$ cat src/rtl/decode_pkg.sv
// Shared decode definitions: opcodes, immediate formats and the per-opcode control bundle.
package decode_pkg;

  localparam logic [6:0] OPC_OP     = 7'b0110011;
  localparam logic [6:0] OPC_OP_IMM = 7'b0010011;
  localparam logic [6:0] OPC_LOAD   = 7'b0000011;
  localparam logic [6:0] OPC_STORE  = 7'b0100011;
  localparam logic [6:0] OPC_BRANCH = 7'b1100011;
  localparam logic [6:0] OPC_LUI    = 7'b0110111;
  localparam logic [6:0] OPC_AUIPC  = 7'b0010111;
  localparam logic [6:0] OPC_JAL    = 7'b1101111;
  localparam logic [6:0] OPC_JALR   = 7'b1100111;

  typedef enum logic [2:0] {
    IMM_I,
    IMM_S,
    IMM_B,
    IMM_U,
    IMM_J,
    IMM_NONE
  } imm_fmt_e;

  typedef struct packed {
    logic     illegal;
    logic     uses_rs1;
    logic     uses_rs2;
    logic     writes_rd;
    logic     alu_src_imm;
    logic     load_en;
    logic     store_en;
    logic     shamt_reg;
    logic     shamt_imm;
    imm_fmt_e imm_fmt;
  } ctrl_t;

  function automatic ctrl_t decode_ctrl(input logic [6:0] opcode);
    ctrl_t c;
    c         = '0;
    c.imm_fmt = IMM_NONE;
    case (opcode)
      OPC_OP: begin
        c.uses_rs1  = 1'b1;
        c.uses_rs2  = 1'b1;
        c.writes_rd = 1'b1;
        c.shamt_reg = 1'b1;
      end
      OPC_OP_IMM: begin
        c.uses_rs1    = 1'b1;
        c.writes_rd   = 1'b1;
        c.alu_src_imm = 1'b1;
        c.shamt_imm   = 1'b1;
        c.imm_fmt     = IMM_I;
      end
      OPC_LOAD: begin
        c.uses_rs1    = 1'b1;
        c.writes_rd   = 1'b1;
        c.alu_src_imm = 1'b1;
        c.load_en     = 1'b1;
        c.imm_fmt     = IMM_I;
      end
      OPC_STORE: begin
        c.uses_rs1    = 1'b1;
        c.uses_rs2    = 1'b1;
        c.alu_src_imm = 1'b1;
        c.store_en    = 1'b1;
        c.imm_fmt     = IMM_S;
      end
      OPC_BRANCH: begin
        c.uses_rs1 = 1'b1;
        c.uses_rs2 = 1'b1;
        c.imm_fmt  = IMM_B;
      end
      OPC_LUI, OPC_AUIPC: begin
        c.writes_rd   = 1'b1;
        c.alu_src_imm = 1'b1;
        c.imm_fmt     = IMM_U;
      end
      OPC_JAL: begin
        c.writes_rd = 1'b1;
        c.imm_fmt   = IMM_J;
      end
      OPC_JALR: begin
        c.uses_rs1    = 1'b1;
        c.writes_rd   = 1'b1;
        c.alu_src_imm = 1'b1;
        c.imm_fmt     = IMM_I;
      end
      default: c.illegal = 1'b1;
    endcase
    return c;
  endfunction

endpackage

$ cat src/rtl/decode_imm_gen.sv
// Combinational RV32I/RV64I immediate generator, sign-extended from instr[31] to XLEN.
module imm_gen
  import decode_pkg::*;
#(
  parameter int XLEN = 32
) (
  input  logic [31:0]     instr_i,
  input  imm_fmt_e        fmt_i,
  output logic [XLEN-1:0] imm_o
);

  logic [31:0] w_imm32;

  always_comb begin
    w_imm32 = '0;
    case (fmt_i)
      IMM_I:   w_imm32 = {{20{instr_i[31]}}, instr_i[31:20]};
      IMM_S:   w_imm32 = {{20{instr_i[31]}}, instr_i[31:25], instr_i[11:7]};
      IMM_B:   w_imm32 = {{19{instr_i[31]}}, instr_i[31], instr_i[7], instr_i[30:25],
                          instr_i[11:8], 1'b0};
      IMM_U:   w_imm32 = {instr_i[31:12], 12'b0};
      IMM_J:   w_imm32 = {{11{instr_i[31]}}, instr_i[31], instr_i[19:12], instr_i[20],
                          instr_i[30:21], 1'b0};
      default: w_imm32 = '0;
    endcase
  end

  // Every format carries its sign in bit 31, so widening to XLEN is a plain signed cast.
  assign imm_o = XLEN'($signed(w_imm32));

endmodule

$ cat src/rtl/decode_stage.sv
// Registered instruction-decode stage between fetch and execute; owns the architectural
// register file, applies the load-use interlock and honours flush and backpressure.
module decode_stage
  import decode_pkg::*;
#(
  parameter int XLEN     = 32,
  parameter int NUM_REGS = 32,
  parameter int SHAMT_W  = $clog2(XLEN)
) (
  input  logic               clk_i,
  input  logic               rst_i,
  input  logic               in_valid_i,
  output logic               in_ready_o,
  input  logic [31:0]        instr_i,
  input  logic [XLEN-1:0]    pc_i,
  input  logic               flush_i,
  input  logic               wb_en_i,
  input  logic [4:0]         wb_rd_i,
  input  logic [XLEN-1:0]    wb_data_i,
  output logic               out_valid_o,
  input  logic               out_ready_i,
  output logic [XLEN-1:0]    pc_o,
  output logic [XLEN-1:0]    rs1_data_o,
  output logic [XLEN-1:0]    rs2_data_o,
  output logic [XLEN-1:0]    imm_o,
  output logic [SHAMT_W-1:0] shamt_o,
  output logic [4:0]         rd_o,
  output logic [2:0]         funct3_o,
  output logic               alt_o,
  output logic               alu_src_imm_o,
  output logic               load_en_o,
  output logic               store_en_o,
  output logic               wb_en_o,
  output logic               illegal_o
);

  localparam int         RIDX_W = (NUM_REGS > 1) ? $clog2(NUM_REGS) : 1;
  localparam logic [5:0] NREGS  = 6'(NUM_REGS);

  function automatic logic reg_in_range(input logic [4:0] idx);
    return {1'b0, idx} < NREGS;
  endfunction

  logic [XLEN-1:0]    r_regs [NUM_REGS];
  logic               r_valid;
  logic [XLEN-1:0]    r_pc;
  logic [XLEN-1:0]    r_rs1_data;
  logic [XLEN-1:0]    r_rs2_data;
  logic [XLEN-1:0]    r_imm;
  logic [SHAMT_W-1:0] r_shamt;
  logic [4:0]         r_rd;
  logic [2:0]         r_funct3;
  logic               r_alt;
  logic               r_alu_src_imm;
  logic               r_load_en;
  logic               r_store_en;
  logic               r_wb_en;
  logic               r_illegal;

  logic [6:0]         w_opcode;
  logic [4:0]         w_rs1_idx;
  logic [4:0]         w_rs2_idx;
  logic [4:0]         w_rd_idx;
  ctrl_t              w_ctrl;
  logic               w_bad_reg;
  logic               w_illegal;
  logic [XLEN-1:0]    w_rs1_data;
  logic [XLEN-1:0]    w_rs2_data;
  logic [XLEN-1:0]    w_imm;
  logic [SHAMT_W-1:0] w_shamt;
  logic               w_advance;
  logic               w_hazard;
  logic               w_accept;

  assign w_opcode  = instr_i[6:0];
  assign w_rs1_idx = instr_i[19:15];
  assign w_rs2_idx = instr_i[24:20];
  assign w_rd_idx  = instr_i[11:7];
  assign w_ctrl    = decode_ctrl(w_opcode);

  assign w_bad_reg = (w_ctrl.uses_rs1  && !reg_in_range(w_rs1_idx)) ||
                     (w_ctrl.uses_rs2  && !reg_in_range(w_rs2_idx)) ||
                     (w_ctrl.writes_rd && !reg_in_range(w_rd_idx));
  assign w_illegal = w_ctrl.illegal || w_bad_reg;

  // Write-first read: a writeback landing this cycle is visible to the instruction decoded now.
  always_comb begin
    w_rs1_data = '0;
    if (w_rs1_idx != 5'd0) begin
      if (wb_en_i && (wb_rd_i == w_rs1_idx)) w_rs1_data = wb_data_i;
      else if (reg_in_range(w_rs1_idx))      w_rs1_data = r_regs[w_rs1_idx[RIDX_W-1:0]];
    end
  end

  always_comb begin
    w_rs2_data = '0;
    if (w_rs2_idx != 5'd0) begin
      if (wb_en_i && (wb_rd_i == w_rs2_idx)) w_rs2_data = wb_data_i;
      else if (reg_in_range(w_rs2_idx))      w_rs2_data = r_regs[w_rs2_idx[RIDX_W-1:0]];
    end
  end

  always_comb begin
    w_shamt = '0;
    if (w_ctrl.shamt_reg)      w_shamt = w_rs2_data[SHAMT_W-1:0];
    else if (w_ctrl.shamt_imm) w_shamt = instr_i[20 +: SHAMT_W];
  end

  imm_gen #(.XLEN(XLEN)) u_imm_gen (
    .instr_i (instr_i),
    .fmt_i   (w_ctrl.imm_fmt),
    .imm_o   (w_imm)
  );

  // Handshake: a beat moves on a side only at a rising edge where that side's valid and
  // ready are both high. in_ready_o never depends on in_valid_i; out_valid_o, once high,
  // holds its bundle stable until out_ready_i is seen (or a flush or reset kills it).
  assign w_advance  = !r_valid || out_ready_i;
  assign w_hazard   = r_valid && r_load_en && (r_rd != 5'd0) &&
                      ((w_ctrl.uses_rs1 && (r_rd == w_rs1_idx)) ||
                       (w_ctrl.uses_rs2 && (r_rd == w_rs2_idx)));
  assign in_ready_o = w_advance && !w_hazard && !flush_i;
  assign w_accept   = in_valid_i && in_ready_o;

  always_ff @(posedge clk_i) begin
    if (rst_i) begin
      for (int i = 0; i < NUM_REGS; i++) r_regs[i] <= '0;
    end else if (wb_en_i && (wb_rd_i != 5'd0) && reg_in_range(wb_rd_i)) begin
      r_regs[wb_rd_i[RIDX_W-1:0]] <= wb_data_i;
    end
  end

  always_ff @(posedge clk_i) begin
    if (rst_i) begin
      r_valid       <= 1'b0;
      r_pc          <= '0;
      r_rs1_data    <= '0;
      r_rs2_data    <= '0;
      r_imm         <= '0;
      r_shamt       <= '0;
      r_rd          <= '0;
      r_funct3      <= '0;
      r_alt         <= 1'b0;
      r_alu_src_imm <= 1'b0;
      r_load_en     <= 1'b0;
      r_store_en    <= 1'b0;
      r_wb_en       <= 1'b0;
      r_illegal     <= 1'b0;
    end else if (flush_i) begin
      r_valid <= 1'b0;
    end else if (w_advance) begin
      r_valid <= w_accept;
      if (w_accept) begin
        r_pc          <= pc_i;
        r_rs1_data    <= w_rs1_data;
        r_rs2_data    <= w_rs2_data;
        r_imm         <= w_imm;
        r_shamt       <= w_shamt;
        r_rd          <= w_rd_idx;
        r_funct3      <= instr_i[14:12];
        r_alt         <= instr_i[30];
        r_alu_src_imm <= w_ctrl.alu_src_imm;
        r_load_en     <= w_ctrl.load_en && !w_illegal;
        r_store_en    <= w_ctrl.store_en && !w_illegal;
        r_wb_en       <= w_ctrl.writes_rd && (w_rd_idx != 5'd0) && !w_illegal;
        r_illegal     <= w_illegal;
      end
    end
  end

  assign out_valid_o   = r_valid;
  assign pc_o          = r_pc;
  assign rs1_data_o    = r_rs1_data;
  assign rs2_data_o    = r_rs2_data;
  assign imm_o         = r_imm;
  assign shamt_o       = r_shamt;
  assign rd_o          = r_rd;
  assign funct3_o      = r_funct3;
  assign alt_o         = r_alt;
  assign alu_src_imm_o = r_alu_src_imm;
  assign load_en_o     = r_load_en;
  assign store_en_o    = r_store_en;
  assign wb_en_o       = r_wb_en;
  assign illegal_o     = r_illegal;

endmodule

$ cat config.mk
export PLATFORM = sky130hd
export DESIGN_NAME = decode_stage
export DESIGN_NICKNAME = d
export VERILOG_FILES = /design/src/rtl/decode_pkg.sv /design/src/rtl/decode_imm_gen.sv /design/src/rtl/decode_stage.sv
export SDC_FILE = /design/constraint.sdc
export NUM_CORES = 2
export LEC_CHECK = 0
export ABC_AREA = 1
export BUFFER_PORTS_ARGS = -buffer_cell sky130_fd_sc_hd__buf_2
export CORE_MARGIN = 2
export CORE_UTILIZATION = 30
export CTS_CLUSTER_SIZE = 14
export DETAILED_ROUTE_END_ITERATION = 12
export GPL_ROUTABILITY_DRIVEN = 0
export HOLD_SLACK_MARGIN = 0.12
export PLACE_DENSITY_LB_ADDON = 0.1
export SKIP_LAST_GASP = 1
export SYNTH_ARGS = -nofsm -noshare
export SYNTH_HDL_FRONTEND = slang
export SYNTH_SLANG_ARGS = --single-unit
$ cat constraint.sdc
create_clock -name clk_i -period 3.36 [get_ports clk_i]
set_input_delay 0.672 -clock clk_i [delete_from_list [all_inputs] [get_ports clk_i]]
set_output_delay 0.672 -clock clk_i [all_outputs]
set_load 0.02 [all_outputs]
======== Word level (Yosys, flattened, before mapping) ========
Memories as Yosys holds them, arrays and structs flattened.
Cells that the tools add are included.
cells by class
  bitwise logic cells ..................... 1
  eq/ne operators ......................... 17
  reduce and logical (&&, ||, !) cells .... 36
  multiplexer cells ....................... 25
operators with widths
  operator                                                          count
  32-bit 2-to-1 mux                                                 5
  32-bit one-hot mux with 5 select lines                            1
  32-bit OR reduction                                               1
  5-bit nonzero test                                                5
  7-bit by 6-bit == test with 1-bit output (second input constant)  3
  7-bit == test (second input constant)                             3
  5-bit == test                                                     4
  1-bit logical AND                                                 15
  1-bit 2-to-1 mux                                                  15
  5-bit 2-to-1 mux                                                  3
  3-bit one-hot mux with 5 select lines                             1
  7-bit by 5-bit == test with 1-bit output (second input constant)  2
  6-bit OR reduction                                                2
  9-bit OR reduction                                                1
  7-bit by 2-bit == test with 1-bit output (second input constant)  1
  7-bit OR reduction                                                1
  3-bit by 2-bit == test with 1-bit output (second input constant)  2
  3-bit OR reduction                                                2
  2-bit OR reduction                                                2
  3-bit by 1-bit == test with 1-bit output (second input constant)  1
  3-bit == test (second input constant)                             1
  1-bit zero test                                                   3
  3-bit zero test                                                   1
  3-bit AND reduction                                               1
  other kinds (2)                                                   3
word-level totals
  memory bits (writable) .................. 1,024
  output and inout port bits .............. 149
  memories ................................ 1
  flip-flop bits (word level) ............. 148
  bits of input ports ..................... 107
memory list
  memory  words  width  read ports  clocked after memory_dff  write ports  RTL line            text
  r_regs  32     32     2           0                         32           decode_stage.sv:44  logic [XLEN-1:0] r_regs [NUM_REGS];

======== Longest topological paths before layout ========
  depth after elaboration ................. 11
  depth in mapped cells ................... 16
  mapped depth without buffers ............ 14

======== By module ========
Synthesis repeated with hierarchy kept, for this count alone.
unflattened totals
  cells, all modules ...................... 8,373
  area total of the unflattened synthesis .. 65,192.5 um^2
by module, submodules not included
  module        cells an instance  area each (um^2)  instances
  decode_stage  8,271              64,598.2          1
  imm_gen       102                594.3             1

======== Worst setup path after synthesis ========
Ideal clock, no wire load.
  kind .................................... input to register
  start point ............................. input wb_rd_i[2]
  end point ............................... memory r_regs[10][0], enable pin
  setup time .............................. 389 ps
  data arrival time ....................... 2,500 ps
  cell stages on the path ................. 8
  path buffers ............................ 2
  setup slack ............................. 471 ps
  path through ............................ buf_2 nor2_1 nand2_1 nand2_1 nor3_1 nand2_1 clkbuf_1 nand2_1
RTL lines
  item             RTL line            text
  start, declared  decode_stage.sv:18  input logic [4:0] wb_rd_i,
  end, declared    decode_stage.sv:44

======== Final worst setup path ========
  start point ............................. register r_rd[2], in the netlist rd_o[2]
  end point ............................... output in_ready_o
on the way
  longest elaborated chain between the ends .. 7
RTL lines
  item                                  RTL line                                  text
  start, declared                       decode_stage.sv:51                        logic [4:0] r_rd;
  start signal, assigned                decode_stage.sv:159                       r_rd <= w_rd_idx;
  5-bit == test (on tied branches)      decode_stage.sv:120, decode_stage.sv:121
  1-bit logical AND (on tied branches)  decode_stage.sv:120, decode_stage.sv:121
  1-bit logical OR                      decode_stage.sv:120                       ((w_ctrl.uses_rs1 && (r_rd == w_rs1_idx)) ||
  1-bit logical AND (*)                 decode_stage.sv:119                       assign w_hazard = r_valid && r_load_en && (r_rd != 5'd0) &&
  1-bit zero test (*)                   decode_stage.sv:122                       assign in_ready_o = w_advance && !w_hazard && !flush_i;
  1-bit logical AND (*) (2 in a row)    decode_stage.sv:122
  end, declared                         decode_stage.sv:13                        output logic in_ready_o,
Mark *: on every way between the ends. The rest lies on a longest branch, timed or not.

==> flow_metrics.py <==
metrics = {
    "timing": {
        "finalHoldViolations": 0,
        "period_needed_ns": 3.20,
        "relSlewSlack": 0.358,
        "setup_violations": 0,
        "report.final.slew_viol_count": 0,
        "skew_ns": 0.0212,
        "fmax_ghz": 0.312,
        "grt_setup_unrepaired": "false",
        "fin_setup_tns_ns": 0,
        "worst_slew_pin_slew_ns": 0.962,
        "final.period_utilization": 0.954,
    },
    "power_and_ir_drop": {
        "p_switching_uw": 10700,
        "power_frac_seq": 0.451,
        "sw_frac_of_total": 0.286,
        "vdd_drop_max_mv": 0.577,
        "power_density_nw_per_um2": 509,
        "p_comb_frac": 0.140,
        "intPower_uw": 26800,
        "p_clk_frac": 0.409,
        "p_leak_uw": 0.0298,
    },
    "critical_path": {
        "ff2ff_path_depth": 11,
        "start_kind": "flip-flop",
        "arrival_ns": 2.53,
        "crit_start": "rd_o[2]",
        "end_kind": "output port",
        "timing.rr.start": "rd_o[2]",
        "worstPathMaxFanout": 5,
        "worstSetupPathType": "reg -> out",
        "worst_ep_required_time_ns": 2.69,
    },
    "clock_tree": {
        "cts_setup_buffers": 0,
        "clkTransAtPathRegs_ns": 0.05,
        "tritoncts": "done",
        "cts_inserted_buffers": 144,
        "cts_max_path_buffers": 3,
        "cts_sinks": 1172,
        "clk_latency_ns": 0.80,
        "cts-htree-levels": 4,
        "clockRootBuffer": "clkbuf_16",
    },
    "logic_synthesis": {
        "ys_warn_count": 0,
        "synth_seq_cells": 1172,
        "synth_ff_type": "edfxtp_1",
        "synthArstFlopShare": 0,
        "synth_top_area_frac": 0.486,
        "synth_most_common_cell": "nand2_1",
        "synthTopCellsByCount": "nand2_1, nor2_1, edfxtp_1",
        "yosysSeqAreaShare": 0.533,
        "synthTopCellsByArea": "edfxtp_1, nand2_1, nor2_1",
        "synth_edf_count": 1024,
        "avgSynthCellArea_um2": 8.12,
        "yosysTopAreaCell": "edfxtp_1",
        "netlist_instances": 7792,
        "syn-cell-area_um2": 63300,
        "ys_types": 39,
    },
    "flow_run": {
        "maxCapViolations": 0,
    },
    "route": {
        "routed_wl_mm": 284,
        "avgRoutedWirePerCell_um": 26.3,
        "vias": 57400,
        "drt_iter0_markers": 6812,
        "ant_nets": 0,
        "drc_errors": 0,
        "vias_per_cell": 5.32,
        "firstDrtPassIters": 8,
    },
    "layout": {
        "final_nets": 7982,
        "final_cells": 10800,
        "seqCellArea_um2": 33700,
        "syn2layout_area_growth_pct": 16.8,
        "multi_input_area_um2": 24700,
        "fillers": 21600,
        "drive_gt1_frac": 0.114,
    },
    "global_route": {
        "grt_pass1_vias": 53700,
        "grt_antenna_before_repair": 11,
        "grt_max_degree": 128,
        "grt_usage": 0.257,
        "overflow": 0,
        "grt_pass1_wl_mm": 403,
    },
    "min_path": {
        "whs_path_depth": 3,
        "min_path_type": "in -> reg",
        "hold_start": "instr_i[9]",
    },
    "floorplanning": {
        "pin_count": 256,
        "die_x_um": 463,
        "rows": 168,
        "start_util": 0.302,
        "fp.dieArea_um2": 215000,
        "die_height_um": 463,
        "core_um2": 210000,
    },
    "place": {
        "portBuffers": 255,
        "dp.final_hpwl_mm": 177,
        "dp_cells": 10500,
    },
    "outcome": {
        "status": "complete, no violations",
    },
}
## flip-flops by register name (all words and copies together) (netlist names), 3 cells and up
name,flops
rd_o,5
r_regs,1024
shamt_o,5
funct3_o,3
imm_o,32
rs1_data_o,32
rs2_data_o,32
pc_o,32
## metal layers
layer | up-vias | share of wire | GRT usage
li1 | 26200 | - | -
met1 | 28200 | 0.44 | 0.365
met2 | 2585 | 0.45 | 0.406
met3 | 400 | 0.077 | 0.0379
met4 | 6 | 0.026 | 0.0703
met5 | - | 0.00012 | 0
## placed cells by master, fill, tap and decap left out, types with 5 or more instances in the layout
cell / instances
buf_2: 246
or2_2: 69
dlygate4sd3_1: 36
nand3_1: 912
inv_6: 10
clkbuf_1: 47
bufinv_16: 7
clkinv_1: 27
nor2_1: 1338
nand3b_1: 10
inv_2: 6
o22ai_1: 6
clkbuf_8: 6
o21ai_1: 9
clkbuf_16: 149
a21oi_1: 252
buf_12: 96
edfxtp_1: 1024
nor3_1: 153
nand2_1: 1652
conb_1: 32
buf_4: 211
inv_1: 591
nand2_2: 62
clkinv_2: 23
or2_1: 5
o211ai_1: 537
o21ai_0: 296
dfxtp_1: 146
## path summary, 6_finish.rpt
kind	endpoint	slack, ns
setup / recovery	in_ready_o	0.16
hold / removal	rd_o[2]	0.18
setup reg to reg	rs2_data_o[19]	0.48
hold reg to reg	pc_o[2]	0.46
## power groups by stage
stage	Combinational [µW]	Clock, µW	Sequential [µW]
3_5_place_dp	5150	0	17300
6_report	5250	15400	17000
5_1_grt	5630	16200	17000
3_3_place_gp	5140	0	17200
2_1_floorplan	2780	0	17200
4_1_cts	5200	15700	17000
## final cells by class
type	instances	area share
Multi-Input combinational cell	5354	0.334
Tap cell	2805	0.0475
Clock buffer	202	0.0540
Inverter	607	0.0313
Antenna cell	2	0.0000677
Sequential cell	1172	0.456
Clock inverter	63	0.00669
Timing Repair Buffer	596	0.0703
## per-stage QoR
stage	utilization	instance area, µm²	total power, µW	hold slack [ns]	setup slack, ns
2_1_floorplan	-	63400	20000	0.540	0.471
3_3_place_gp	0.329	69000	22400	0.449	0.262
3_5_place_dp	0.329	69000	22400	0.452	0.285
4_1_cts	0.352	73900	37800	0.120	0.100
5_1_grt	0.353	73900	38900	0.152	0.0556
6_report	0.353	73900	37600	0.180	0.156
## worst max-delay path, cell delays in order (launching register included)
cell,delay [ns]
dfxtp_1,0.61
nor3_1,0.11
nand3_1,0.09
nand3_1,0.27
a21oi_1,0.22
buf_4,0.19
a21boi_2,0.09
buf_2,0.16
## cells by family (layout without fill, tap and decap cells)
kind of cell    after synthesis  after routing  synth area share
compound gates             1104           1104             0.109
other cells                   1             34         0.0000593
simple gates               4216           4216             0.276
xor+xnor                      2              2          0.000277
flops                      1172           1172             0.533
buf+inv                    1297           1468            0.0818
## what timing repair did
action                                  CTS  global route
pin swaps                                 0             0
endpoints found under the setup margin    1             1
hold buffers                             36             0
resized for setup                         5             3
hold endpoints to repair                 35             0
(Power assumes the default switching activity.)
